$ cat src/rtl/mlsu_pkg.sv
`default_nettype none
// ============================================================================
//  Module   : mlsu_pkg
//  Purpose  : Shared types and constants for the MLSU sequential-load
//             transaction controller: request, AR channel, per-beat control
//             record, in-flight queue entry and splitter state encoding.
//  Revision : 1.0 - initial release
// ============================================================================
package mlsu_pkg;

   // Geometry the default struct layouts are sized for.
   localparam int unsigned c_def_addr_w      = 64;
   localparam int unsigned c_def_bus_nsize   = 5;   // 128-bit bus -> 32 nibbles
   localparam int unsigned c_def_lbn_w       = c_def_bus_nsize + 1;

   // AXI 4 KiB page, in bytes and in nibbles.
   localparam int unsigned c_page_bytes      = 4096;
   localparam int unsigned c_page_nibbles    = 2 * c_page_bytes;

   localparam logic [1:0]  c_axi_burst_incr  = 2'b01;

   // Sequential load request, nibble granular.
   typedef struct packed {
      logic [c_def_addr_w:0] nbAddr;   // start nibble address
      logic [c_def_addr_w:0] lenNb;    // total nibbles
   } mlsu_req_t;

   typedef struct packed {
      logic [3:0]              id;
      logic [c_def_addr_w-1:0] addr;
      logic [7:0]              len;
      logic [2:0]              size;
      logic [1:0]              burst;
      logic                    lock;
      logic [3:0]              cache;
      logic [2:0]              prot;
      logic [3:0]              qos;
      logic [3:0]              region;
   } mlsu_axi_ar_t;

   // One record per R beat, consumed by the sequential load datapath.
   typedef struct packed {
      logic [c_def_addr_w:0]  addr;
      logic                   isHead;
      logic [7:0]             rmnBeat;
      logic [c_def_lbn_w-1:0] lbN;
      logic                   isFinalTxn;
   } mlsu_txn_ctrl_t;

   // One record per issued burst, held until all its beats are emitted.
   typedef struct packed {
      logic [c_def_addr_w:0]  addr;
      logic [7:0]             lenBeat;
      logic [c_def_lbn_w-1:0] lbN;
      logic                   isFinalTxn;
   } mlsu_txn_entry_t;

   typedef enum logic [0:0] {
      S_IDLE  = 1'b0,
      S_SPLIT = 1'b1
   } split_state_e;

endpackage
`default_nettype wire

$ cat src/rtl/mlsu_txn_fifo.sv
`default_nettype none
// ============================================================================
//  Module   : mlsu_txn_fifo
//  Purpose  : Registered (no fall-through) FIFO for in-flight burst records.
//             Pointers are circular-queue style {flag, value}: the flag flips
//             on every wrap so full/empty are told apart without a counter.
//  Ports    : clk_i, rst_ni      - clock, async active-low reset
//             push_i, data_i     - write side (caller must not push when full)
//             pop_i,  data_o     - read side, data_o is the head entry
//             full_o, empty_o    - occupancy flags
//  Revision : 1.0 - initial release
// ============================================================================
module mlsu_txn_fifo #(
   parameter type         entry_t = logic,
   parameter int unsigned Depth   = 4
) (
   input  logic   clk_i,
   input  logic   rst_ni,
   input  logic   push_i,
   input  entry_t data_i,
   input  logic   pop_i,
   output entry_t data_o,
   output logic   full_o,
   output logic   empty_o
);

   localparam int unsigned c_ptr_w = (Depth > 1) ? $clog2(Depth) : 1;

   typedef struct packed {
      logic               flag;
      logic [c_ptr_w-1:0] value;
   } queue_ptr_t;

   function automatic queue_ptr_t ptr_inc(input queue_ptr_t p);
      queue_ptr_t n;
      n = p;
      if (p.value == c_ptr_w'(Depth - 1)) begin
         n.value = '0;
         n.flag  = ~p.flag;
      end else begin
         n.value = p.value + c_ptr_w'(1);
      end
      return n;
   endfunction

   entry_t     r_mem [Depth];
   queue_ptr_t r_wr_ptr;
   queue_ptr_t r_rd_ptr;

   always_ff @(posedge clk_i or negedge rst_ni) begin
      if (!rst_ni) begin
         r_wr_ptr <= '0;
         r_rd_ptr <= '0;
      end else begin
         if (push_i) r_wr_ptr <= ptr_inc(r_wr_ptr);
         if (pop_i)  r_rd_ptr <= ptr_inc(r_rd_ptr);
      end
   end

   // Payload storage carries no reset; validity is tracked by the pointers.
   always_ff @(posedge clk_i) begin
      if (push_i) r_mem[r_wr_ptr.value] <= data_i;
   end

   assign data_o  = r_mem[r_rd_ptr.value];
   assign empty_o = (r_wr_ptr == r_rd_ptr);
   assign full_o  = (r_wr_ptr.value == r_rd_ptr.value) && (r_wr_ptr.flag != r_rd_ptr.flag);

endmodule
`default_nettype wire

$ cat src/rtl/mlsu_seq_load_txn_ctrl.sv
`default_nettype none
// ============================================================================
//  Module   : mlsu_seq_load_txn_ctrl
//  Purpose  : Splits one nibble-granular sequential load into AXI4 INCR read
//             bursts (never crossing 4 KiB, at most MaxBurstBeats beats) and
//             emits one control record per R beat, in AR order.
//  Ports    : clk_i, rst_ni                          - clock, async reset
//             req_valid_i/req_ready_o/req_i          - load request
//             axi_ar_valid_o/axi_ar_ready_i/axi_ar_o - AR channel
//             txn_ctrl_valid_o/_ready_i/txn_ctrl_o   - per-beat control
//             busy_o                                 - splitter or queue active
//  Revision : 1.0 - initial release
// ============================================================================
module mlsu_seq_load_txn_ctrl
   import mlsu_pkg::*;
#(
   parameter int unsigned AxiDataWidth  = 128,
   parameter int unsigned AxiAddrWidth  = 64,
   parameter int unsigned MaxBurstBeats = 16,
   parameter int unsigned NrOutstanding = 4,
   parameter type         req_t         = mlsu_req_t,
   parameter type         axi_ar_t      = mlsu_axi_ar_t,
   parameter type         txn_ctrl_t    = mlsu_txn_ctrl_t
) (
   input  logic      clk_i,
   input  logic      rst_ni,
   input  logic      req_valid_i,
   output logic      req_ready_o,
   input  req_t      req_i,
   output logic      axi_ar_valid_o,
   input  logic      axi_ar_ready_i,
   output axi_ar_t   axi_ar_o,
   output logic      txn_ctrl_valid_o,
   input  logic      txn_ctrl_ready_i,
   output txn_ctrl_t txn_ctrl_o,
   output logic      busy_o
);

   localparam int unsigned c_nb_w        = AxiAddrWidth + 1;
   localparam int unsigned c_bus_nibbles = AxiDataWidth / 4;
   localparam int unsigned c_bus_nsize   = $clog2(c_bus_nibbles);
   localparam int unsigned c_ax_size     = $clog2(AxiDataWidth / 8);
   localparam int unsigned c_lbn_w       = c_bus_nsize + 1;
   localparam int unsigned c_page_beats  = c_page_nibbles / c_bus_nibbles;

   localparam logic [AxiAddrWidth-1:0] c_beat_mask =
      {{(AxiAddrWidth - c_ax_size){1'b1}}, {c_ax_size{1'b0}}};

   // ------------------------------------------------------------------------
   // Splitter state
   // ------------------------------------------------------------------------
   split_state_e      r_state, w_state_nxt;
   logic [c_nb_w-1:0] r_cur,   w_cur_nxt;
   logic [c_nb_w-1:0] r_rmn,   w_rmn_nxt;

   logic              w_full;
   logic              w_empty;
   logic              w_push;
   logic              w_pop;
   mlsu_txn_entry_t   w_push_entry;
   mlsu_txn_entry_t   w_head;
   logic [7:0]        r_beat_cnt;
   logic [7:0]        w_rmn_beat;

   // ------------------------------------------------------------------------
   // Burst sizing from the current position
   // ------------------------------------------------------------------------
   logic [c_nb_w-1:0]  w_off;
   logic [c_nb_w-1:0]  w_span;
   logic [c_nb_w-1:0]  w_need;
   logic [c_nb_w-1:0]  w_to_pg;
   logic [c_nb_w-1:0]  w_beats;
   logic [c_nb_w-1:0]  w_adv;
   logic               w_final;
   logic [c_lbn_w-1:0] w_lbn;

   assign w_off   = c_nb_w'(r_cur[c_bus_nsize-1:0]);
   assign w_span  = w_off + r_rmn;
   assign w_need  = (w_span + c_nb_w'(c_bus_nibbles - 1)) >> c_bus_nsize;
   assign w_to_pg = c_nb_w'(c_page_beats) - c_nb_w'(r_cur[12:c_bus_nsize]);

   always_comb begin
      w_beats = w_need;
      if (w_beats > c_nb_w'(MaxBurstBeats)) w_beats = c_nb_w'(MaxBurstBeats);
      if (w_beats > w_to_pg)                w_beats = w_to_pg;
   end

   assign w_final = (w_beats == w_need);

   // Only the first burst can start mid-beat; every later one is beat-aligned.
   assign w_adv = (w_beats << c_bus_nsize) - w_off;

   // Valid nibbles in the last beat: 1..busNibbles, hence one extra bit.
   assign w_lbn = w_final ? ({1'b0, c_bus_nsize'(w_span - c_nb_w'(1))} + c_lbn_w'(1))
                          : c_lbn_w'(c_bus_nibbles);

   // ------------------------------------------------------------------------
   // Splitter FSM
   // ------------------------------------------------------------------------
   always_ff @(posedge clk_i or negedge rst_ni) begin
      if (!rst_ni) begin
         r_state <= S_IDLE;
         r_cur   <= '0;
         r_rmn   <= '0;
      end else begin
         r_state <= w_state_nxt;
         r_cur   <= w_cur_nxt;
         r_rmn   <= w_rmn_nxt;
      end
   end

   always_comb begin
      w_state_nxt    = r_state;
      w_cur_nxt      = r_cur;
      w_rmn_nxt      = r_rmn;
      req_ready_o    = 1'b0;
      axi_ar_valid_o = 1'b0;
      case (r_state)
         S_IDLE: begin
            req_ready_o = 1'b1;
            // Zero-length requests are swallowed without leaving idle.
            if (req_valid_i && (req_i.lenNb != '0)) begin
               w_cur_nxt   = req_i.nbAddr;
               w_rmn_nxt   = req_i.lenNb;
               w_state_nxt = S_SPLIT;
            end
         end
         S_SPLIT: begin
            axi_ar_valid_o = !w_full;
            if (!w_full && axi_ar_ready_i) begin
               if (w_final) begin
                  w_state_nxt = S_IDLE;
               end else begin
                  w_cur_nxt = r_cur + w_adv;
                  w_rmn_nxt = r_rmn - w_adv;
               end
            end
         end
         default: w_state_nxt = S_IDLE;
      endcase
   end

   assign w_push = (r_state == S_SPLIT) && !w_full && axi_ar_ready_i;

   always_comb begin
      axi_ar_o       = '0;
      axi_ar_o.addr  = r_cur[c_nb_w-1:1] & c_beat_mask;
      axi_ar_o.len   = 8'(w_beats - c_nb_w'(1));
      axi_ar_o.size  = 3'(c_ax_size);
      axi_ar_o.burst = c_axi_burst_incr;
   end

   always_comb begin
      w_push_entry            = '0;
      w_push_entry.addr       = r_cur;
      w_push_entry.lenBeat    = 8'(w_beats - c_nb_w'(1));
      w_push_entry.lbN        = w_lbn;
      w_push_entry.isFinalTxn = w_final;
   end

   // ------------------------------------------------------------------------
   // In-flight burst queue
   // ------------------------------------------------------------------------
   mlsu_txn_fifo #(
      .entry_t (mlsu_txn_entry_t),
      .Depth   (NrOutstanding)
   ) u_txn_fifo (
      .clk_i   (clk_i),
      .rst_ni  (rst_ni),
      .push_i  (w_push),
      .data_i  (w_push_entry),
      .pop_i   (w_pop),
      .data_o  (w_head),
      .full_o  (w_full),
      .empty_o (w_empty)
   );

   // ------------------------------------------------------------------------
   // Beat sequencer on the queue head
   // ------------------------------------------------------------------------
   assign w_rmn_beat = w_head.lenBeat - r_beat_cnt;
   assign w_pop      = txn_ctrl_valid_o && txn_ctrl_ready_i && (w_rmn_beat == 8'd0);

   always_ff @(posedge clk_i or negedge rst_ni) begin
      if (!rst_ni) begin
         r_beat_cnt <= 8'd0;
      end else if (txn_ctrl_valid_o && txn_ctrl_ready_i) begin
         r_beat_cnt <= (w_rmn_beat == 8'd0) ? 8'd0 : r_beat_cnt + 8'd1;
      end
   end

   assign txn_ctrl_valid_o = !w_empty;

   always_comb begin
      txn_ctrl_o            = '0;
      txn_ctrl_o.addr       = w_head.addr;
      txn_ctrl_o.isHead     = (r_beat_cnt == 8'd0);
      txn_ctrl_o.rmnBeat    = w_rmn_beat;
      txn_ctrl_o.lbN        = w_head.lbN;
      txn_ctrl_o.isFinalTxn = w_head.isFinalTxn;
   end

   assign busy_o = (r_state != S_IDLE) || !w_empty;

   // ------------------------------------------------------------------------
   // Protocol invariants
   // ------------------------------------------------------------------------
   a_arlen_max: assert property (@(posedge clk_i) disable iff (!rst_ni)
      axi_ar_valid_o |-> ({24'd0, axi_ar_o.len} < 32'(MaxBurstBeats)));

   a_no_4k_cross: assert property (@(posedge clk_i) disable iff (!rst_ni)
      axi_ar_valid_o |-> (({20'd0, axi_ar_o.addr[11:0]} +
                           (({24'd0, axi_ar_o.len} + 32'd1) << c_ax_size)) <= 32'(c_page_bytes)));

   a_lbn_range: assert property (@(posedge clk_i) disable iff (!rst_ni)
      txn_ctrl_valid_o |-> ((txn_ctrl_o.lbN != '0) &&
                            ({{(32-c_lbn_w){1'b0}}, txn_ctrl_o.lbN} <= 32'(c_bus_nibbles))));

endmodule
`default_nettype wire
$ cat config.mk
export PLATFORM = sky130hd
export DESIGN_NAME = mlsu_seq_load_txn_ctrl
export DESIGN_NICKNAME = d
export VERILOG_FILES = /design/src/rtl/mlsu_pkg.sv /design/src/rtl/mlsu_txn_fifo.sv /design/src/rtl/mlsu_seq_load_txn_ctrl.sv
export SDC_FILE = /design/constraint.sdc
export NUM_CORES = 1
export LEC_CHECK = 0
export CAP_MARGIN = 25
export CORE_MARGIN = 2
export CORE_UTILIZATION = 46
export DETAILED_ROUTE_END_ITERATION = 8
export PLACE_DENSITY_LB_ADDON = 0.15
export SYNTH_ARGS = -nofsm -noshare
export SYNTH_HDL_FRONTEND = slang
export SYNTH_SLANG_ARGS = --single-unit
$ cat constraint.sdc
create_clock -name clk_i -period 13.5 [get_ports clk_i]
set_clock_uncertainty 0.1 [all_clocks]
set_input_delay 1.35 -clock clk_i [delete_from_list [all_inputs] [get_ports clk_i]]
set_output_delay 1.35 -clock clk_i [all_outputs]
set_load 0.01 [all_outputs]
Word level (Yosys, flattened, before mapping)
Memories as Yosys holds them, arrays and structs flattened.
Index checks and enable logic that the tools add are counted.
{"block": "op_classes", "n_mul": 0, "div_mod_pow": 0, "mux": 22, "shifts": 0, "order_cmp": 2, "bitwise_logic": 3, "eq_ne": 9, "n_reduce_logical": 16, "addsub": 13}
{"op": "65-bit 2-to-1 mux", "count": 7}
{"op": "65-bit one-hot mux with 2 select lines", "count": 2}
{"op": "5-bit by 65-bit adder with 65-bit output", "count": 1}
{"op": "65-bit by 5-bit adder with 65-bit output (second input constant)", "count": 1}
{"op": "65-bit adder", "count": 1}
{"op": "65-bit by 60-bit equality test with 1-bit output", "count": 1}
{"op": "60-bit by 65-bit greater-than comparator with 1-bit output", "count": 1}
{"op": "65-bit nonzero test", "count": 1}
{"op": "65-bit by 5-bit subtractor with 65-bit output", "count": 1}
{"op": "65-bit subtractor", "count": 1}
{"op": "60-bit by 5-bit greater-than comparator with 1-bit output (second input constant)", "count": 1}
{"op": "60-bit 2-to-1 mux", "count": 1}
{"op": "8-bit zero test", "count": 2}
{"op": "9-bit by 8-bit subtractor with 10-bit output (first input constant)", "count": 1}
{"op": "8-bit by 1-bit adder with 8-bit output (second input constant)", "count": 1}
{"op": "8-bit 2-to-1 mux", "count": 1}
{"op": "8-bit by 1-bit subtractor with 8-bit output (second input constant)", "count": 1}
{"op": "8-bit subtractor", "count": 1}
{"op": "1-bit logical AND", "count": 7}
{"op": "1-bit 2-to-1 mux", "count": 7}
{"op": "5-bit by 1-bit adder with 6-bit output (second input constant)", "count": 1}
{"op": "6-bit 2-to-1 mux", "count": 1}
{"op": "5-bit by 1-bit subtractor with 5-bit output (second input constant)", "count": 1}
{"op": "2-bit by 1-bit adder with 2-bit output (second input constant)", "count": 2}
{"op": "other kinds (13)", "count": 20}
{"block": "word_totals", "latch_bits": 0, "output_inout_bits": 182, "input_bits": 135, "mem_count": 1, "regBits": 145, "mem_bits_rw": 320, "mem_bits_ro": 0, "elab_cells": 74}
{"name": "u_txn_fifo.r_mem", "words": 4, "width": 80, "read_ports": 1, "rd_clocked_by_memory_dff": 0, "wr": 1, "line_no": "mlsu_txn_fifo.sv:46", "rtl": "entry_t r_mem [Depth];"}

Depth between registers and ports, before layout
Gate-level depths: netlist of run 1.
{"block": "logic_depth", "word_depth": 11, "ltp_mapped": 54, "ltp_nobuf": 49}

By module
Synthesis of run 1 repeated with hierarchy kept, for this count alone.
{"block": "hier_totals", "cells_unflattened": 3082, "hier_area_um2": 31694.1}
{"module": "mlsu_seq_load_txn_ctrl", "cells_per_inst": 2632, "area_per_inst_um2": 19786.5, "n_inst": 1, "seq_area_each_um2": 3478.3}
{"module": "mlsu_txn_fifo", "cells_per_inst": 450, "area_per_inst_um2": 11907.7, "n_inst": 1, "seq_area_each_um2": 9759.4}

Worst setup path before layout of run 1
No wires, ideal clock.
{"block": "synth_timing", "path_kind": "flip-flop to flip-flop", "startpoint": "reg r_cur[1]", "endpoint": "reg r_rmn[64]", "arrival_ns": 11.548, "setup_slack_ns": 1.716, "setup_ns": 0.137, "stages_incl_launch_ff": 52, "n_path_buf": 6, "required_time_ns": 13.263, "period_less_slack_ns": 11.784, "path_cell_list": "dfrtp_1 -> clkbuf_1 -> inv_1 -> fa_1 -> nand2b_1 -> a211oi_1 -> buf_2 -> o21ai_0 -> xor2_1 -> a2111oi_4 -> and4b_1 -> clkbuf_1 -> nand4_2 -> clkbuf_1 -> nor4b_1 -> xnor2_1 -> nor4_1 -> o2111ai_1 -> [16 not listed] -> inv_1 -> ha_1 -> a211oi_1 -> o211ai_1 -> and3_1 -> a2111oi_0 -> a31oi_1 -> o31a_1 -> o31ai_1 -> a31oi_1 -> nand3_1 -> a31oi_1 -> a221oi_1 -> o21ai_0 -> a21oi_1 -> xnor2_1 -> a21boi_0 -> a2bb2oi_1"}
{"block": "synth_between", "elab_chain_cells": 11, "word_cells_on_any_way": 14, "cone_classes": "add/sub: 4; order compare: 2; eq/ne: 2; mux: 5; reduce/logical: 1"}
{"element": "start: declaration", "line_no": "mlsu_seq_load_txn_ctrl.sv:53", "rtl": "logic [c_nb_w-1:0] r_cur, w_cur_nxt;"}
{"element": "start signal: assignment", "line_no": "mlsu_seq_load_txn_ctrl.sv:107", "rtl": "r_cur <= w_cur_nxt;"}
{"element": "5-bit by 65-bit adder with 65-bit output", "line_no": "mlsu_seq_load_txn_ctrl.sv:78", "rtl": "assign w_span = w_off + r_rmn;"}
{"element": "65-bit by 5-bit adder with 65-bit output", "line_no": "mlsu_seq_load_txn_ctrl.sv:79", "rtl": "assign w_need = (w_span + c_nb_w'(c_bus_nibbles - 1)) >> c_bus_nsize;"}
{"element": "60-bit by 5-bit greater-than comparator with 1-bit output", "line_no": "mlsu_seq_load_txn_ctrl.sv:84", "rtl": "if (w_beats > c_nb_w'(MaxBurstBeats)) w_beats = c_nb_w'(MaxBurstBeats);"}
{"element": "60-bit 2-to-1 mux", "line_no": "mlsu_seq_load_txn_ctrl.sv:84"}
{"element": "60-bit by 65-bit greater-than comparator with 1-bit output", "line_no": "mlsu_seq_load_txn_ctrl.sv:85", "rtl": "if (w_beats > w_to_pg) w_beats = w_to_pg;"}
{"element": "65-bit 2-to-1 mux", "line_no": "mlsu_seq_load_txn_ctrl.sv:85"}
{"element": "65-bit by 5-bit subtractor with 65-bit output", "line_no": "mlsu_seq_load_txn_ctrl.sv:91", "rtl": "assign w_adv = (w_beats << c_bus_nsize) - w_off;"}
{"element": "65-bit subtractor", "line_no": "mlsu_seq_load_txn_ctrl.sv:135", "rtl": "w_rmn_nxt = r_rmn - w_adv;"}
{"element": "65-bit 2-to-1 mux", "line_no": "mlsu_seq_load_txn_ctrl.sv:131", "rtl": "if (w_final) begin"}
{"element": "65-bit 2-to-1 mux", "line_no": "mlsu_seq_load_txn_ctrl.sv:130", "rtl": "if (!w_full && axi_ar_ready_i) begin"}
{"element": "65-bit one-hot mux with 2 select lines", "line_no": "mlsu_seq_load_txn_ctrl.sv:118", "rtl": "case (r_state)"}
{"element": "end signal: assignment", "line_no": "mlsu_seq_load_txn_ctrl.sv:108", "rtl": "r_rmn <= w_rmn_nxt;"}
{"element": "end: declaration", "line_no": "mlsu_seq_load_txn_ctrl.sv:54", "rtl": "logic [c_nb_w-1:0] r_rmn, w_rmn_nxt;"}
Several ways; a longest one is shown, not always the timed one. The select of a mux whose other input is x is not followed.
A chain may end at the register's enable or synchronous reset.

Worst setup path after layout of run 1
{"block": "layout_timing", "startpoint": "reg r_cur[2]", "endpoint": "reg r_cur[61]"}
{"block": "layout_between", "elab_chain_cells": 11, "word_cells_on_any_way": 14, "cone_classes": "add/sub: 4; order compare: 2; eq/ne: 2; mux: 5; reduce/logical: 1"}
{"element": "5-bit by 65-bit adder with 65-bit output", "line_no": "mlsu_seq_load_txn_ctrl.sv:78"}
{"element": "65-bit by 5-bit adder with 65-bit output", "line_no": "mlsu_seq_load_txn_ctrl.sv:79"}
{"element": "60-bit by 5-bit greater-than comparator with 1-bit output", "line_no": "mlsu_seq_load_txn_ctrl.sv:84"}
{"element": "60-bit 2-to-1 mux", "line_no": "mlsu_seq_load_txn_ctrl.sv:84"}
{"element": "60-bit by 65-bit greater-than comparator with 1-bit output", "line_no": "mlsu_seq_load_txn_ctrl.sv:85"}
{"element": "65-bit 2-to-1 mux", "line_no": "mlsu_seq_load_txn_ctrl.sv:85"}
{"element": "65-bit by 5-bit subtractor with 65-bit output", "line_no": "mlsu_seq_load_txn_ctrl.sv:91"}
{"element": "65-bit adder", "line_no": "mlsu_seq_load_txn_ctrl.sv:134", "rtl": "w_cur_nxt = r_cur + w_adv;"}
{"element": "65-bit 2-to-1 mux", "line_no": "mlsu_seq_load_txn_ctrl.sv:131"}
{"element": "65-bit 2-to-1 mux", "line_no": "mlsu_seq_load_txn_ctrl.sv:130"}
{"element": "65-bit one-hot mux with 2 select lines", "line_no": "mlsu_seq_load_txn_ctrl.sv:118"}
Several ways; a longest one is shown, not always the timed one. The select of a mux whose other input is x is not followed.

==> metrics.md, run 1 <==
| Metric | Value |
|---|---|
| Area delta synth->final | `16.1%` |
| DRC Markers | `0` |
| Syn_area_per_cell | `10.3 µm²` |
| Top cell family by delay on the critical path | `compound AO/OA/AOI/OAI gates` |
| Hold WS | `432 ps` |
| I/O pins | `approximately 320` |
| CTS Buffer Depth | `3` |
| Seq cells post-synth | `465` |
| Buffers on Ports | `287` |
| Core area | `67300 µm²` |
| Routed wire length | `94100 µm` |
| Cells after DPL | `4074` |
| CTS sink count | `465` |
| Layout cell share with drive strength beyond 1 | `approximately a tenth` |
| Total Routing Usage GR | `26.3%` |
| Worst path slowest cell | `nor3_1` |
| Final setup viols | `0` |
| Slowest stage delay, CP | `700 ps` |
| Worst-Margin Slew | `about 950 ps` |
| Fin crit share | `92.7%` |
| Dpl hpwl | `69400 µm` |
| Critical path class | `flop to flop` |
| Layout Nets | `3559` |
| First-pass GRT wire length | `144000 µm` |
| Total of max-cap violations | `0` |
| Count of final hold-check violations | `0` |
| Sum Neg Setup Slack | `0 ps` |
| TritonCTS clock tree | `done` |
| Largest net degree at the start of global routing | `122` |
| Yosys cell types | `98` |
| Worst path bufs/invs | `4` |
| Worst VDD drop | `0.121 mV` |
| Status | `finished clean` |
| Via count | `24800` |
| Yosys warns | `0` |
| Critical Path End Type | `flop` |
| Worst hold-check path type | `flop to flop` |
| Leakage | `~14 nW` |
| GRT overflow | `0` |
| Crit start category | `flop` |
| Synthesized instance count | `just over 3000` |
| Later-pin clock latency in the skew report | `620 ps` |
| Slew Limit Headroom | `36.0%` |
| Sequential share of the synthesized area | `42.3%` |
| Slew Viols, Final | `0` |
| Iter 0 DRT Violations | `1887` |
| Max Clk Rate | `79.9 MHz` |
| Number of enable flip-flop cells after synthesis | `320` |
| Clk slew on worst S/H paths | `60 ps` |
| Avg WL per Cell | `22.6 µm` |
| FILL cells | `5921` |
| Htree depth | `2` |
| Starting Density | `a little under half` |
| Die Ht | `265 µm` |
| Average vias per placed instance | `5.94` |
| Fin crit period | `around 13000 ps` |
| Placement row count | `95` |
| Drt pass-1 iters | `6` |
| Remaining antenna violation count after routing | `0` |
| CTS hold repair buffers | `0` |
| Final cell count without fillers | `4174` |
| Crit path DAT | `12960 ps` |
| Async SR Flop Fraction | `31.2%` |
| DIE AREA | `70200 µm²` |
| Worst Path Required | `approximately 14000 ps` |
| CTS root buf | `clkbuf_16` |
| Pwr dens | `268 nW/µm²` |
| Initial antenna violation count | `1` |
| Routability-driven placement congestion ratio | `0.962` |
| Cts bufs inserted | `52` |
| Mapped cell area | `31300 µm²` |
| Die span in x | `265 µm` |
| ANT cells | `0` |
| Top FF cell, synth | `edfxtp_1` |
| Crit-path max FO | `15` |
| RSZ-0062 raised after global routing | `no` |
| Vias in the first global route | `roughly 24000` |
-- cell type report --
| class | instances | area (µm²) | share of cell area (%) |
|---|---|---|---|
| Multi-Input combinational cell | 2261 | 16500 | 45.5 |
| Sequential cell | 465 | 13300 | 36.5 |
| Timing Repair Buffer | 343 | 3300 | 9.07 |
| Clock buffer | 68 | 1370 | 3.77 |
| Tap cell | 873 | 1090 | 3.01 |
| Inverter | 137 | 514 | 1.42 |
| Clock inverter | 27 | 269 | 0.740 |
-- final timing paths --
kind                                         from                      to  slack (ps)  cells past startpoint
max                                      r_cur[2]               r_cur[61]         990                     48
min                        u_txn_fifo.r_wr_ptr[2]  u_txn_fifo.r_wr_ptr[2]         430                      1
max reg2reg                              r_cur[2]               r_cur[61]         990                     48
min reg2reg                u_txn_fifo.r_wr_ptr[2]  u_txn_fifo.r_wr_ptr[2]         430                      1
max in group asynchronous                  rst_ni  u_txn_fifo.r_rd_ptr[1]       11010                      2
min in group asynchronous                  rst_ni               r_rmn[48]         640                      1
-- cells in the final DEF (no fill, tap or decap), drive strengths merged, types with 10 or more instances in the layout --
master,Yosys,layout
a21o,72,72
clkbuf,92,70
clkdlybuf4s50,0,286
o21a,25,25
nand4,51,51
mux2i,103,103
edfxtp,320,320
nor3,70,70
clkinv,2,17
or4,10,10
nor2b,32,32
a31oi,21,21
o211ai,13,13
buf,128,55
o21bai,22,22
nor4,60,60
nor3b,31,31
mux4,80,80
a211oi,19,19
dfrtp,145,145
nand3,71,71
o21ai,96,96
nand2b,37,37
or2,38,38
ha,161,161
o22ai,20,20
and2,20,20
nand2,157,157
a21oi,290,290
or3,16,16
xor2,74,74
xnor2,157,157
mux2,14,14
nor2,287,287
inv,135,138
and3,28,28
conb,2,33
o31ai,14,14
-- kinds of logic after synthesis --
logic type	after synthesis	share of synthesized area (%)
AND/OR/NAND/NOR	946	15.7
multiplexers	197	9.55
other	2	0.0240
AO/OA/AOI/OAI	690	13.8
flip-flops	465	42.3
XOR/XNOR	231	6.46
adder cells (fa/ha/maj)	164	6.62
buffers and inverters	357	5.55
-- cells in the mapped netlist, drive strengths merged (80+ instances only) --
| library cell | number | share of area (%) |
|---|---|---|
| mux4 | 80 | 5.8 |
| clkbuf | 92 | 1.1 |
| xnor2 | 157 | 4.4 |
| mux2i | 103 | 3.3 |
| nor2 | 287 | 3.4 |
| nand2 | 157 | 1.9 |
| a21oi | 290 | 4.6 |
| o21ai | 96 | 1.5 |
| ha | 161 | 6.4 |
| buf | 128 | 2.8 |
| inv | 135 | 1.6 |
| edfxtp | 320 | 31 |
| dfrtp | 145 | 12 |
-- sequential cells by signal, indices dropped and copies added (netlist names) --
| signal | cells |
|---|---|
| r_beat_cnt | 8 |
| r_state | 1 |
| u_txn_fifo.r_wr_ptr | 3 |
| u_txn_fifo.r_rd_ptr | 3 |
| r_cur | 65 |
| u_txn_fifo.r_mem | 320 |
| r_rmn | 65 |
-- repair_timing --
item / 4_1_cts / 5_1_grt
setup endpoints to repair: 0 / 10
buffers inserted: 0 / 3
gates resized for setup: 0 / 12
-- power breakdown --
group,switching (W),internal [W]
Sequential,0.000548,0.00209
Combinational,0.00325,0.00246
Clock,0.000603,0.000778
Total,0.00440,0.00533
-- routing by layer --
layer / track usage (%) / up-vias / wire, µm
met4: 8.66 / 2 / 3020
met5: 0 / - / 10
met2: 44.6 / 789 / 45600
met3: 3.11 / 157 / 5040
li1: - / 11700 / -
met1: 35.2 / 12200 / 40500
-- stage by stage --
step | setup slack, ps | utilization, % | instance area, µm² | total power [W]
finish | 987 | 54.0 | 36300 | 0.00974
global route | 57.8 | 54.0 | 36300 | 0.0104
CTS | 511 | 53.9 | 36300 | 0.00972
detailed placement | 589 | 51.5 | 34600 | 0.00830
global placement | 447 | 51.4 | 34600 | 0.00818
floorplan | 1720 | - | 31400 | 0.00660
No activity file was read; power rests on OpenSTA's default activity.
==> inputs of run 2 (changes only) <==
- GPL_ROUTABILITY_DRIVEN: not set -> 0
==> metrics.md, run 2 (synthesized netlist as in run 1, its figures left out) <==
| Metric | Value |
|---|---|
| DIE AREA | `70200 µm² (unchanged)` |
| Drt pass-1 iters | `5 (-1)` |
| Min-Delay Endpoint | `r_beat_cnt[4]` |
| Max reg flops | `320 (unchanged)` |
| DRC Markers | `0 (unchanged)` |
| Final setup viols | `0 (unchanged)` |
| CTS sink count | `465 (unchanged)` |
| Dpl ws | `234 ps (-355 ps)` |
| GRT overflow | `0 (unchanged)` |
| Initial antenna violation count | `2 (+1)` |
| Vias in the first global route | `24400 (+0.73%)` |
| Starting Density | `46.5% (unchanged)` |
| Via count | `25000 (+0.79%)` |
| Worst Path Required | `13940 ps (about the same)` |
| Hold path start | `r_beat_cnt[4]` |
| Status | `finished clean` |
| R2R setup slack | `620 ps (-370 ps)` |
| Total of max-cap violations | `0 (unchanged)` |
| Most frequent cells in the layout | `edfxtp_1, a21oi_1, clkdlybuf4s50_1` |
| Slew Viols, Final | `0 (unchanged)` |
| Fin crit share | `95.4% (+2.7 points)` |
| Top cell family by delay on the critical path | `compound AO/OA/AOI/OAI gates` |
| Cts bufs inserted | `51 (-1.9%)` |
| Clock power share | `15.6% (+1.4 points)` |
| Remaining antenna violation count after routing | `0 (unchanged)` |
| Htree depth | `2 (unchanged)` |
| Max Clk Rate | `77.6 MHz (-2.9%)` |
| First-pass GRT wire length | `141000 µm (-2.0%)` |
| Hold WS | `432 ps (+0.507 ps)` |
| Commonest non-fill, non-tap cell in the layout | `edfxtp_1` |
| Worst Setup Slack, final | `619 ps (-368 ps)` |
| Slew Limit Headroom | `24.8% (-11 points)` |
| Leakage | `13.8 nW (+0.36%)` |
| Crit path launch | `r_cur[0]` |
| Sw Share | `44.3% (-0.92 points)` |
| Core area | `67300 µm² (unchanged)` |
| Placement row count | `95 (unchanged)` |
| I/O pins | `317 (unchanged)` |
| Crit-path max FO | `25 (+10)` |
| Crit start category | `flop` |
| Critical path class | `flop to flop` |
| Clk slew on worst S/H paths | `60 ps (about the same)` |
| Average vias per placed instance | `6.00 (+1.1%)` |
| Buffers on Ports | `287 (unchanged)` |
| Sequential share of power | `26.8% (-0.3 points)` |
| Worst path bufs/invs | `4 (unchanged)` |
| TritonCTS clock tree | `done` |
| Fin crit period | `12880 ps (+368 ps)` |
| Layout cell share with drive strength beyond 1 | `9.36% (-0.18 points)` |
| Crit path DAT | `13320 ps (+360 ps)` |
| Dpl hpwl | `67500 µm (-2.8%)` |
| Reg2reg path depth | `47 (-2.1%)` |
| CTS Buffer Depth | `3 (unchanged)` |
| Worst VDD drop | `0.136 mV (+12%)` |
| Later-pin clock latency in the skew report | `610 ps (about the same)` |
| Top Registers | `u_txn_fifo.r_mem: 320 flops, r_cur: 65 flops, r_rmn: 65 flops` |
| Count of final hold-check violations | `0 (unchanged)` |
| Worst r2r src | `r_cur[0]` |
| Switching Power | `0.00436 W (-0.96%)` |
| RR Endpoint | `r_cur[61]` |
| Slowest stage delay, CP | `590 ps (-110 ps)` |
| Layout Nets | `3546 (-0.37%)` |
| P_int | `0.00548 W (+2.8%)` |
| Most flops, register | `u_txn_fifo.r_mem` |
| RSZ-0062 raised after global routing | `yes` |
| Worst path slowest cell | `o31ai_1` |
| CTS root buf | `clkbuf_16` |
| Iter 0 DRT Violations | `2275 (+21%)` |
| Die Ht | `265 µm (unchanged)` |
| Die span in x | `265 µm (unchanged)` |
| Worst hold-check path type | `flop to flop` |
| Critical Path End Type | `flop` |
| Avg WL per Cell | `22.1 µm (-2.1%)` |
| Routed wire length | `91900 µm (-2.4%)` |
| Largest net degree at the start of global routing | `88 (-28%)` |
| Pwr dens | `270 nW/µm² (+0.70%)` |
| Comb pwr share | `57.6% (-1.1 points)` |
| Worst-Margin Slew | `1120 ps (+166 ps)` |
| Total Routing Usage GR | `25.6% (-0.72 points)` |
| Hold path depth | `1 (unchanged)` |
| Area delta synth->final | `16.5%` |
| CTS hold repair buffers | `0 (unchanged)` |
==> run 2: cell types whose count changed in the layout (fill, tap and decap cells not counted), moves of 3 or more <==
cell / change
clkbuf_8: +6
clkinvlp_4: -4
clkinv_2: -3
bufinv_16: +7
buf_4: -10
==> run 2: layout make-up <==
class,count,area [µm²]
Timing Repair Buffer,331,3210
Sequential cell,465,13300
Antenna cell,1,2.50
Tap cell,873,1090
Multi-Input combinational cell,2261,16600
Clock inverter,23,413
Inverter,137,514
Clock buffer,72,1450
Fill cell,5827,30800
==> run 2: worst max-delay path by stage <==
stage	endpoint	slack (ps)	cells after the start
after floorplan	r_rmn[64]	1720	51
after global placement	r_cur[64]	200	46
after detailed placement	r_rmn[64]	230	48
after CTS	r_rmn[64]	160	48
after global routing	r_cur[61]	-50	48
final	r_cur[61]	620	47
==> run 2: layer usage <==
layer,up-vias,routed length [µm],global-route usage (%)
li1,11600,-,-
met1,12300,38100,33.5
met2,899,44900,43.8
met3,186,5540,3.14
met4,0,3330,9.36
met5,-,0,0
==> run 2: power by group through the flow <==
stage / sequential (W) / combinational, W / clock (W)
detailed placement: 0.00266 / 0.00557 / 0
global route: 0.00269 / 0.00621 / 0.00163
floorplan: 0.00238 / 0.00422 / 0
CTS: 0.00263 / 0.00560 / 0.00157
global placement: 0.00262 / 0.00545 / 0
finish: 0.00264 / 0.00567 / 0.00154
==> run 2: what timing repair did <==
action | in CTS | in global routing
gates resized for setup | 0 | 13
buffers inserted | 0 | 1
endpoints found under the setup margin | 0 | 24
==> run 2: through the flow <==
| stage | total power [W] | util [%] | instance area [µm²] | TNS (ps) | instances |
|---|---|---|---|---|---|
| floorplan | 0.00660 | - | 31400 | 0 | 3083 |
| global placement | 0.00807 | 51.3 | 34500 | 0 | 4064 |
| detailed placement | 0.00822 | 51.3 | 34500 | 0 | 4065 |
| CTS | 0.00980 | 54.1 | 36400 | 0 | 4160 |
| global route | 0.0105 | 54.2 | 36500 | -50.4 | 4163 |
| finish | 0.00984 | 54.2 | 36500 | 0 | 4163 |
==> run 2: worst register-to-register path: cells and delay by family, from the launching register on <==
kind | cells | cell delay (ps)
AOI/OAI and AO/OA | 20 | 5750
and+or+nand+nor | 14 | 3520
adders and majority gates | 5 | 1560
buffers and inverters | 4 | 750
DFF | 1 | 540
xor gates and xnor gates | 3 | 490
muxes | 1 | 90
==> inputs of run 3 (changes only) <==
- CTS_CLUSTER_DIAMETER: not set -> 30
- DONT_BUFFER_PORTS: not set -> 1
==> metrics.md, run 3 (synthesized netlist as in run 1, its figures left out) <==
| Metric | Value |
|---|---|
| CTS hold repair buffers | `0 (unchanged)` |
| Cts bufs inserted | `96 (+88%)` |
| CTS sink count | `465 (unchanged)` |
| Crit-path max FO | `11 (-56%)` |
| Area delta synth->final | `12.3%` |
| Worst path depth | `47 (unchanged)` |
| Remaining antenna violation count after routing | `0 (unchanged)` |
| GRT overflow | `0 (unchanged)` |
| Initial antenna violation count | `6 (+4)` |
| Design Power | `0.0102 W (+3.7%)` |
| Layout cell share with drive strength beyond 1 | `12.8% (+3.5 points)` |
| First-pass GRT wire length | `139000 µm (-1.0%)` |
| Final cell count without fillers | `3969 (-4.7%)` |
| Iter 0 DRT Violations | `1949 (-14%)` |
| Worst-Margin Slew | `994 ps (-124 ps)` |
| Die span in x | `265 µm (unchanged)` |
| Max Clk Rate | `78.7 MHz (+1.4%)` |
| Fin crit period | `12710 ps (-173 ps)` |
| Register area | `13300 µm² (unchanged)` |
| CTS Buffer Depth | `3 (unchanged)` |
| Total of max-cap violations | `0 (unchanged)` |
| Die Ht | `265 µm (unchanged)` |
| Vias in the first global route | `23700 (-3.0%)` |
| Multi-input logic area | `16500 µm² (-0.15%)` |
| Later-pin clock latency in the skew report | `670 ps (+60 ps)` |
| Slew Limit Headroom | `33.7% (+8.9 points)` |
| DIE AREA | `70200 µm² (unchanged)` |
| Core area | `67300 µm² (unchanged)` |
| Crit path DAT | `13080 ps (-240 ps)` |
| Critical path class | `flop to flop` |
| Top cell family by delay on the critical path | `compound AO/OA/AOI/OAI gates` |
| Buffers on Ports | `0 (-100%)` |
| Critical Path End Type | `flop` |
| Hold WS | `304 ps (-128 ps)` |
| DRC Markers | `0 (unchanged)` |
| I/O pins | `317 (unchanged)` |
| CTS root buf | `clkbuf_16` |
| TritonCTS clock tree | `done` |
| Via count | `24000 (-3.9%)` |
| Clk slew on worst S/H paths | `50 ps (about the same)` |
| Worst VDD drop | `0.145 mV (+6.8%)` |
| Pwr dens | `290 nW/µm² (+7.6%)` |
| Count of final hold-check violations | `0 (unchanged)` |
| Final setup viols | `0 (unchanged)` |
| Max reg flops | `320 (unchanged)` |
| Worst path slowest cell | `or4_1` |
| Avg WL per Cell | `22.9 µm (+3.5%)` |
| Most flops, register | `u_txn_fifo.r_mem` |
| Routed wire length | `90700 µm (-1.3%)` |
| Dpl hpwl | `66000 µm (-2.3%)` |
| Reg2reg path depth | `47 (unchanged)` |
| Starting Density | `46.5% (unchanged)` |
| Worst path bufs/invs | `5 (+1)` |
| Average vias per placed instance | `6.05 (+0.84%)` |
| FILL cells | `5965 (+2.4%)` |
| Total Routing Usage GR | `25.5% (-0.097 points)` |
| Leakage | `13.4 nW (-2.8%)` |
| Drt pass-1 iters | `6 (+1)` |
| Slew Viols, Final | `0 (unchanged)` |
| Placement row count | `95 (unchanged)` |
| Fin crit share | `94.1% (-1.3 points)` |
| Htree depth | `3 (+1)` |
| Crit start category | `flop` |
| Most frequent cells in the layout | `edfxtp_1, a21oi_1, nor2_1` |
| Commonest non-fill, non-tap cell in the layout | `edfxtp_1` |
| Worst Path Required | `13880 ps (-60 ps)` |
| Cells after DPL | `3783 (-6.9%)` |
| Utilization after layout | `52.3% (-2.0 points)` |
| Sum Neg Setup Slack | `0 ps (unchanged)` |
| Status | `finished clean` |
| Layout Nets | `3309 (-6.7%)` |
| Top Registers | `u_txn_fifo.r_mem: 320 flops, r_cur: 65 flops, r_rmn: 65 flops` |
| Largest net degree at the start of global routing | `146 (+66%)` |
| Worst hold-check path type | `input pin to async pin` |
| Slowest stage delay, CP | `730 ps (+140 ps)` |
-- run 3: cell types whose count changed in the layout (fill, tap and decap cells not counted), sizes merged --
cell | before | now
clkinvlp | 2 | 11
diode | 1 | 3
buf | 44 | 49
bufinv | 10 | 7
clkbuf | 73 | 115
clkdlybuf4s50 | 286 | 0
inv | 138 | 153
clkinv | 10 | 32
-- run 3: metal layers --
metal  vias to the layer above  part of all wire [%]  track usage, %  wire, µm
met5                         -                 0.045               0        41
met4                         6                   3.2            9.33      2910
met3                       187                   6.9            5.48      6230
met2                       828                    49            43.4     44800
met1                     11800                    40            31.9     36700
li1                      11200                     -               -         -
-- run 3: report_power, final --
part / switching, W / total, W / internal, W / leakage [nW]
combinational: 0.00306 / 0.00514 / 0.00208 / 7.36
sequential: 0.000602 / 0.00270 / 0.00210 / 4.47
clock: 0.000839 / 0.00237 / 0.00153 / 1.61
total: 0.00450 / 0.0102 / 0.00570 / 13.4
-- run 3: cell type report --
| class | count | share of cell area [%] |
|---|---|---|
| Tap cell | 873 | 3.11 |
| Clock inverter | 66 | 2.14 |
| Sequential cell | 465 | 37.7 |
| Inverter | 137 | 1.46 |
| Antenna cell | 3 | 0.0214 |
| Timing Repair Buffer | 49 | 1.19 |
| Multi-Input combinational cell | 2261 | 47.0 |
| Clock buffer | 115 | 7.38 |
-- run 3: metrics by stage --
step           setup WS, ps  area, µm²
4_1_cts                 474      35100
5_1_grt               -13.2      35200
2_1_floorplan          1720      31400
3_3_place_gp           1070      31700
6_report                792      35200
3_5_place_dp            511      31700
-- run 3: path summary, 6_finish.rpt --
kind,to,slack [ps],startpoint
min in group clk_i,u_txn_fifo.r_wr_ptr[2],430,u_txn_fifo.r_wr_ptr[2]
max in group asynchronous,r_rmn[14],12730,rst_ni
max,r_rmn[64],790,r_cur[0]
max reg2reg,r_rmn[64],790,r_cur[0]
min,r_cur[57],300,rst_ni
min reg2reg,u_txn_fifo.r_wr_ptr[2],430,u_txn_fifo.r_wr_ptr[2]
-- run 3: what timing repair did --
item	CTS	global route
buffers inserted	0	2
gates resized for setup	0	7
hold endpoints to repair	0	0
setup endpoints to repair	0	19
